File: config.mk
export PLATFORM = sky130hd
export DESIGN_NAME = clock_segment7
export DESIGN_NICKNAME = d
export VERILOG_FILES = /design/src/rtl/clock_segment7_pkg.sv /design/src/rtl/segment7.sv /design/src/rtl/clock_segment7.sv
export SDC_FILE = /design/constraint.sdc
export NUM_CORES = 1
export LEC_CHECK = 0
export ABC_AREA = 1
export ABC_CLOCK_PERIOD_IN_PS = 2500
export CAP_MARGIN = 20
export CORE_MARGIN = 4
export CORE_UTILIZATION = 35
export CTS_CLUSTER_DIAMETER = 30
export DETAILED_ROUTE_END_ITERATION = 8
export PLACE_DENSITY = 0.6
export SLEW_MARGIN = 0
export SYNTH_ARGS = -nofsm -noshare
export SYNTH_HDL_FRONTEND = slang
export SYNTH_SLANG_ARGS = --single-unit
File: constraint.sdc
create_clock -name clk_in -period 2.5 [get_ports clk_in]
set_input_delay 0.25 -clock clk_in [delete_from_list [all_inputs] [get_ports clk_in]]
set_output_delay 0.25 -clock clk_in [all_outputs]
set_load 0.03 [all_outputs]
File: src/rtl/clock_segment7_pkg.sv
// ---------------------------------------------------------------------------
// clock_segment7_pkg
// Shared constants for the clock divider / seven-segment decoder block.
//   - Segment codes are active-low, bit order {g,f,e,d,c,b,a}.
//   - SEG_BLANK turns every segment off.
//   - MIN_PERIOD is the smallest divider period that still yields a real
//     clock (one low cycle, one high cycle).
// ---------------------------------------------------------------------------
package clock_segment7_pkg;

  localparam int unsigned CNT_W = 32;

  localparam logic [CNT_W-1:0] MIN_PERIOD = 32'd2;

  localparam logic [6:0] SEG_0     = 7'h40;
  localparam logic [6:0] SEG_1     = 7'h79;
  localparam logic [6:0] SEG_2     = 7'h24;
  localparam logic [6:0] SEG_3     = 7'h30;
  localparam logic [6:0] SEG_4     = 7'h19;
  localparam logic [6:0] SEG_5     = 7'h12;
  localparam logic [6:0] SEG_6     = 7'h02;
  localparam logic [6:0] SEG_7     = 7'h78;
  localparam logic [6:0] SEG_8     = 7'h00;
  localparam logic [6:0] SEG_9     = 7'h10;
  localparam logic [6:0] SEG_A     = 7'h08;
  localparam logic [6:0] SEG_B     = 7'h03;
  localparam logic [6:0] SEG_C     = 7'h46;
  localparam logic [6:0] SEG_D     = 7'h21;
  localparam logic [6:0] SEG_E     = 7'h06;
  localparam logic [6:0] SEG_F     = 7'h0E;
  localparam logic [6:0] SEG_BLANK = 7'h7F;

  // Effective period: anything below the minimum is raised to it.
  function automatic logic [CNT_W-1:0] clamp_period(input logic [CNT_W-1:0] div);
    return (div < MIN_PERIOD) ? MIN_PERIOD : div;
  endfunction

endpackage

File: src/rtl/segment7.sv
// ---------------------------------------------------------------------------
// segment7
// Combinational hex digit to seven-segment decoder, active-low outputs.
// Ports:
//   num [3:0] in  - digit value
//   d   [6:0] out - segment drive, d[0]=a ... d[6]=g, 0 = segment lit
// Configuration:
//   SEG7_HEX_EN - when defined, 10..15 show A b C d E F; otherwise blank.
// ---------------------------------------------------------------------------
module segment7
  import clock_segment7_pkg::*;
(
  input  logic [3:0] num,
  output logic [6:0] d
);

  always_comb begin
    d = SEG_BLANK;
    case (num)
      4'd0:  d = SEG_0;
      4'd1:  d = SEG_1;
      4'd2:  d = SEG_2;
      4'd3:  d = SEG_3;
      4'd4:  d = SEG_4;
      4'd5:  d = SEG_5;
      4'd6:  d = SEG_6;
      4'd7:  d = SEG_7;
      4'd8:  d = SEG_8;
      4'd9:  d = SEG_9;
`ifdef SEG7_HEX_EN
      4'd10: d = SEG_A;
      4'd11: d = SEG_B;
      4'd12: d = SEG_C;
      4'd13: d = SEG_D;
      4'd14: d = SEG_E;
      4'd15: d = SEG_F;
`else
      default: d = SEG_BLANK;
`endif
    endcase
  end

endmodule

File: src/rtl/clock_segment7.sv
// ---------------------------------------------------------------------------
// clock_segment7
// Programmable clock divider plus seven-segment digit decoder.
// Ports:
//   clk_in        in  - system clock, rising edge
//   rst           in  - asynchronous active-high reset
//   div     [31:0] in - divider period in clk_in cycles (values < 2 act as 2)
//   num     [3:0] in  - digit to display
//   clk_out       out - divided clock: low ceil(P/2) cycles, high floor(P/2)
//   tick          out - one-cycle pulse in the cycle clk_out rises
//   d       [6:0] out - active-low segments, combinational from num
// Configuration:
//   SEG7_HEX_EN - enables hex glyphs for 10..15 in the decoder.
// ---------------------------------------------------------------------------
module clock_segment7
  import clock_segment7_pkg::*;
(
  input  logic        clk_in,
  input  logic        rst,
  input  logic [31:0] div,
  input  logic [3:0]  num,
  output logic        clk_out,
  output logic        tick,
  output logic [6:0]  d
);

  logic [CNT_W-1:0] period;
  logic [CNT_W-1:0] high_start;
  logic [CNT_W-1:0] cnt_q, cnt_d;
  logic             clk_out_q, clk_out_d;
  logic             tick_q, tick_d;

  always_comb begin
    period     = clamp_period(div);
    high_start = period - (period >> 1);

    // Compare with >= so a period shrunk below the current count wraps at
    // once instead of running up to 2^32.
    cnt_d = (cnt_q >= period - 32'd1) ? '0 : cnt_q + 32'd1;

    // clk_out is a registered view of the current count, so it lags cnt by
    // one cycle; tick fires on the same edge that raises clk_out.
    clk_out_d = (cnt_q >= high_start);
    tick_d    = clk_out_d & ~clk_out_q;
  end

  always_ff @(posedge clk_in or posedge rst) begin
    if (rst) begin
      cnt_q     <= '0;
      clk_out_q <= 1'b0;
      tick_q    <= 1'b0;
    end else begin
      cnt_q     <= cnt_d;
      clk_out_q <= clk_out_d;
      tick_q    <= tick_d;
    end
  end

  assign clk_out = clk_out_q;
  assign tick    = tick_q;

  segment7 u_segment7 (
    .num (num),
    .d   (d)
  );

endmodule

# Word-level counts from Yosys, hierarchy flattened
# Memory sizes are Yosys's and may differ from the RTL's.
# Index checks and enable logic that the tools add are counted.
[totals] reg_bits=34 romBits=112 out_inout_bits=9 elab_cells=14 n_memories=1
[memory_table] memory="(name not given)" words=16 word_bits=7 read_ports=1 rd_ports_with_merged_regs=0 wr=0 line_no="segment7.sv:19" source="case (num)"
[op_classes] add_sub_neg=3 order_cmp=3 mux=2 bitwise=2
[op_table] operator="$ge A32 B32 Y1" n=2
[op_table] operator="$mux W32" n=2
[op_table] operator="$add A32 B1 Y32 const B" n=1
[op_table] operator="$lt A32 B2 Y1 const B" n=1
[op_table] operator="$sub A32 B1 Y32 const B" n=1
[op_table] operator="$sub A32 B31 Y32" n=1
[op_table] operator="$and A1 B1 Y1" n=1
[op_table] operator="$not A1 Y1" n=1

# Logic depth before layout (Yosys ltp)
# Gate-level depths: netlist of run 1.
[depth] ltp_word=5 mapped_depth=28 ltp_nobuf=28

# Modules after synthesis
# Synthesis of run 1 repeated with hierarchy kept, for this count alone.
[hier_totals] cells_unflattened=1126 area_unflattened_um2=7305.8
[by_module_without_submodules] mod="clock_segment7" n_inst=1 cells_each=1091 area_per_inst_um2=7118.1
[by_module_without_submodules] mod="segment7" n_inst=1 cells_each=35 area_per_inst_um2=187.7

# Worst setup path after synthesis of run 1
# No wires, ideal clock.
[synth_timing] path_type="in2reg" startpoint="input port div[2]" endpoint="register tick_q, in the netlist tick" t_arrival_ps=2941 t_required_ps=2437 slack_ps=-503 cell_stages=21 path_cell_list="dlygate4sd3_1 ha_1 a21oi_1 o21ai_0 a21oi_1 o21ai_4 nand2_1 nand2_2 nand2_2 nand2_1 nand2_1 nand2_1 ha_1 nand2_1 nor2_1 nand2_1 nor4_1 nand4_1 nand4_1 nand2_1 inv_1"
[synth_between] elab_chain_len=5
[synth_rtl] element="start, declared" line_no="clock_segment7.sv:20" source="input logic [31:0] div,"
[synth_rtl] element="$lt A32 B2 Y1" line_no="clock_segment7_pkg.sv:35" source="return (div < MIN_PERIOD) ? MIN_PERIOD : div;"
[synth_rtl] element="$mux W32 *" line_no="clock_segment7_pkg.sv:35"
[synth_rtl] element="$sub A32 B31 Y32 *" line_no="clock_segment7.sv:35" source="high_start = period - (period >> 1);"
[synth_rtl] element="$ge A32 B32 Y1 *" line_no="clock_segment7.sv:43" source="clk_out_d = (cnt_q >= high_start);"
[synth_rtl] element="named net clk_out_d" line_no="clock_segment7.sv:30" source="logic clk_out_q, clk_out_d;"
[synth_rtl] element="$and A1 B1 Y1 *" line_no="clock_segment7.sv:44" source="tick_d = clk_out_d & ~clk_out_q;"
[synth_rtl] element="named net tick_d" line_no="clock_segment7.sv:31" source="logic tick_q, tick_d;"
[synth_rtl] element="end signal, assigned" line_no="clock_segment7.sv:55" source="tick_q <= tick_d;"
[synth_rtl] element="end, declared" line_no="clock_segment7.sv:31"
# The timed path passes the listed nets; every way through them passes the cells marked *.

# Worst setup path after layout of run 1
[layout_timing] startpoint="input port div[25]" endpoint="register tick_q, in the netlist tick"
# The elaborated chain is that of the path after synthesis.

==> key figures, run 1 <==
Run status
  • Outcome: finished with violations
  • Failing checks: setup timing

Synth
  • Synthesized net count: 1310
  • Mean post-synth cell area: 6.501 sq um
  • Number of synthesized flops with an enable pin: 0
  • Synthesized area: 7313 sq um
  • Ys flop type: dfrtp_1
  • Post-synthesis mux area share: 0
  • Post-Synth Simple-Gate Area: 0.2985
  • Post-synthesis cell count: 1125
  • Largest family of logic cells by synthesized area: simple AND/OR/NAND/NOR gates
  • Post-synth ARST share: 1.000
  • Seq/Total Area, Yosys: 0.1163
  • XOR/XNOR share of the synthesized area: 0.07784
  • Synth warnings: 0
  • Unique masters post-synth: between 40 and 50
  • Seq cells post-synth: 34
  • Synth Area in Adders: 0.2515
  • Compound-Gate Fraction of Synth Area: 0.1476

Worst setup path
  • Crit-path slowest cell: nor4_4
  • Crit-path max FO: 3
  • Worst setup SP type: input port
  • Crit path top cell by count: nor2_4
  • Slowest stage delay, CP: 0.34 ns
  • CP Capture Type: flop
  • Required time worst endpoint: approximately 2.7 ns
  • CP Data Arrival Time: 3.38 ns
  • Kind of critical path: input port to flop

Floorplan
  • Chip height: 152.6 um
  • Core ar.: 20360 sq um
  • DIE AREA: 23270 sq um
  • Io pins: between 40 and 50
  • Initial core utilization: 0.3591
  • Number of placement rows: 52
  • Die width: between 150 and 200 um

Placement
  • Post-DP HPWL: about 22000 um
  • I/O Buffers: 46
  • GP Congestion: between 0.9 and 1

Routing
  • DR iter-0 viols: roughly 530
  • Drt pass-1 iters: 5
  • Drt via density: 4.929
  • Total Wirelength: 26800 um
  • Vias: 8547
  • Routed wire per std cell: 15.46 um
  • Post-route ant nets: 0
  • Drt drc: 0

STA
  • Hold WS: 0.3661 ns
  • Layout Skew: 0.004132 ns
  • Min Clock Period, post-route: 3.155 ns
  • Max Slew Vio Count: 0
  • RSZ-0062 raised after global routing: yes
  • Slew margin rel.: 0.7156
  • Final setup vio count: 34
  • Least-Margin Pin Slew: 0.4228 ns
  • Achievable frequency: about 320 MHz
  • Worst setup margin: -0.6555 ns
  • Final Cycle Share: 1.262
  • Final Hold Violating Endpoints: 0

GRT
  • Vias in the first global route: 8336
  • M1 GR Usage: 0.3056
  • Initial antenna violation count: 0
  • Global Route Usage Sum: 0.2178
  • Grt met2 use: 0.3656
  • Largest net degree at the start of global routing: 35
  • Remaining global-route overflow: 0
  • First-pass GRT wire length: ~42000 um
  • Most Crowded Layer GR: met2
  • GR Util met3: 0.01874

Cells and area
  • Final-stage net count: between 1500 and 2000
  • Most frequent cells in the layout: buf_4 (297), nand2_1 (162), inv_1 (154)
  • Share of cells above drive strength 1: 0.4030
  • Layout area overhead: 57.86%
  • Antenna diode count: 0
  • Most common cell after layout, fill and taps aside: buf_4

Clock network
  • Clk Latency, worst-skew pair: 0.28 ns
  • Total CTS buffers: 5
  • Worst-path clk slew: about 0.060 ns
  • Hold buffers post-CTS: 0
  • Clock Tree Buf Depth: 2
  • Clock sinks: 34
  • H-tree Lvls: 2
  • CTS tree: done
  • Root buf cell: clkbuf_16

Power
  • Power per Cell Area: 269.2 nW/um^2
  • Pwr Total: 3108 uW
  • Cell leakage power: about 0.0056 uW
  • Peak VDD IR: 0.2239 mV

Min path
  • Worst hold path type: input port to asynchronous set/reset pin

Flow run
  • Max cap viols: 0
## path summary, 6_finish.rpt
| check | from | endpoint | slack (ns) | cells past startpoint |
|---|---|---|---|---|
| worst max-delay path | div[25] | tick$_DFF_PP0_ | -0.66 | 26 |
| min in group clk_in | clk_out$_DFF_PP0_ | tick$_DFF_PP0_ | 0.55 | 3 |
| worst max register to register | cnt_q[2]$_DFF_PP0_ | cnt_q[19]$_DFF_PP0_ | 0.22 | 9 |
| max in group asynchronous | rst | cnt_q[13]$_DFF_PP0_ | 1.82 | 3 |
| worst min-delay path | rst | cnt_q[30]$_DFF_PP0_ | 0.37 | 3 |
| worst min register to register | clk_out$_DFF_PP0_ | tick$_DFF_PP0_ | 0.55 | 3 |
## power breakdown
group / switching (uW) / internal, uW
clock: 225 / 466
sequential: 0.0839 / 551
combinational: 982 / 885
total: 1210 / 1900
## cell type report
class,count,area (sq um)
clock inverter,3,40.04
clock buffer,5,125.1
tap,270,337.8
multi-input combinational,886,6650
inverter,176,689.4
timing repair buffer,360,2851
fill,1849,8820
sequential,34,850.8
## synthesized netlist by cell type, types with 2 or more instances
cell	count	share of area
o221a_2	2	0.0031
o21bai_1	5	0.0051
nor3_1	23	0.016
xor2_1	58	0.069
buf_2	3	0.0021
o21ai_2	5	0.0060
o21ai_0	51	0.035
xnor2_1	7	0.0084
a21boi_0	3	0.0031
a211oi_1	8	0.0082
ha_1	147	0.25
o21a_1	6	0.0062
nor2_2	4	0.0034
nand2_1	201	0.10
a31oi_1	2	0.0017
nand3_1	39	0.027
nor2_4	5	0.0077
nand2_2	20	0.017
clkbuf_1	28	0.014
nor2_1	156	0.080
nand4_1	17	0.015
inv_1	175	0.090
dfrtp_1	34	0.12
o211ai_1	3	0.0031
nor4_1	10	0.0086
a21oi_1	85	0.058
nand3_2	4	0.0055
o21ai_1	2	0.0014
o21ai_4	2	0.0044
nor3_2	3	0.0041
## stage by stage
stage / setup TNS (ns) / util / cell area [sq um] / instances / setup slack [ns]
final: -19.44 / 0.5669 / 11540 / 1734 / -0.6555
after global routing: -24.43 / 0.5669 / 11540 / 1734 / -0.7926
after CTS: -18.48 / 0.5291 / 10780 / 1719 / -0.6345
after detailed placement: -46.98 / 0.4985 / 10150 / 1691 / -1.549
after global placement: -47.19 / 0.4985 / 10150 / 1691 / -1.535
after floorplan: -8.886 / - / 7372 / 1125 / -0.3749
## worst max-delay path, delay by kind of cell
kind | cells | cell delay (ns)
compound gates | 1 | 0.06
fa+ha+maj | 3 | 0.69
buf+inv | 4 | 0.32
simple gates | 18 | 2.03
## per-layer routing
| metal | vias to the layer above | wire length, um |
|---|---|---|
| li1 | 4318 | - |
| met1 | 3958 | 12320 |
| met2 | 238 | 12550 |
| met3 | 33 | 1371 |
| met4 | 0 | 558 |
| met5 | - | 0 |
## what timing repair did
action | CTS | global route
endpoints found under the setup margin | 34 | 35
resized for setup | 218 | 167
buffers inserted | 18 | 15
gates cloned | 3 | 0
pin swaps | 68 | 67
## registers in the layout, summed over array words and instances (netlist names)
signal and cells:
cnt_q 32, clk_out 1, tick 1
## kinds of logic after synthesis
kind of cell	Yosys count
AOI/OAI and AO/OA	183
xor gates and xnor gates	65
adders and majority gates	147
buffers and inverters	208
DFF	34
and+or+nand+nor	488
No activity file was read; power rests on OpenSTA's default activity.
==> inputs of run 2 (changes only) <==
CTS_CLUSTER_DIAMETER = 100   (was 30)
==> results of run 2 <==
No change in the layout: final DEF, timing and power equal those of run 1.
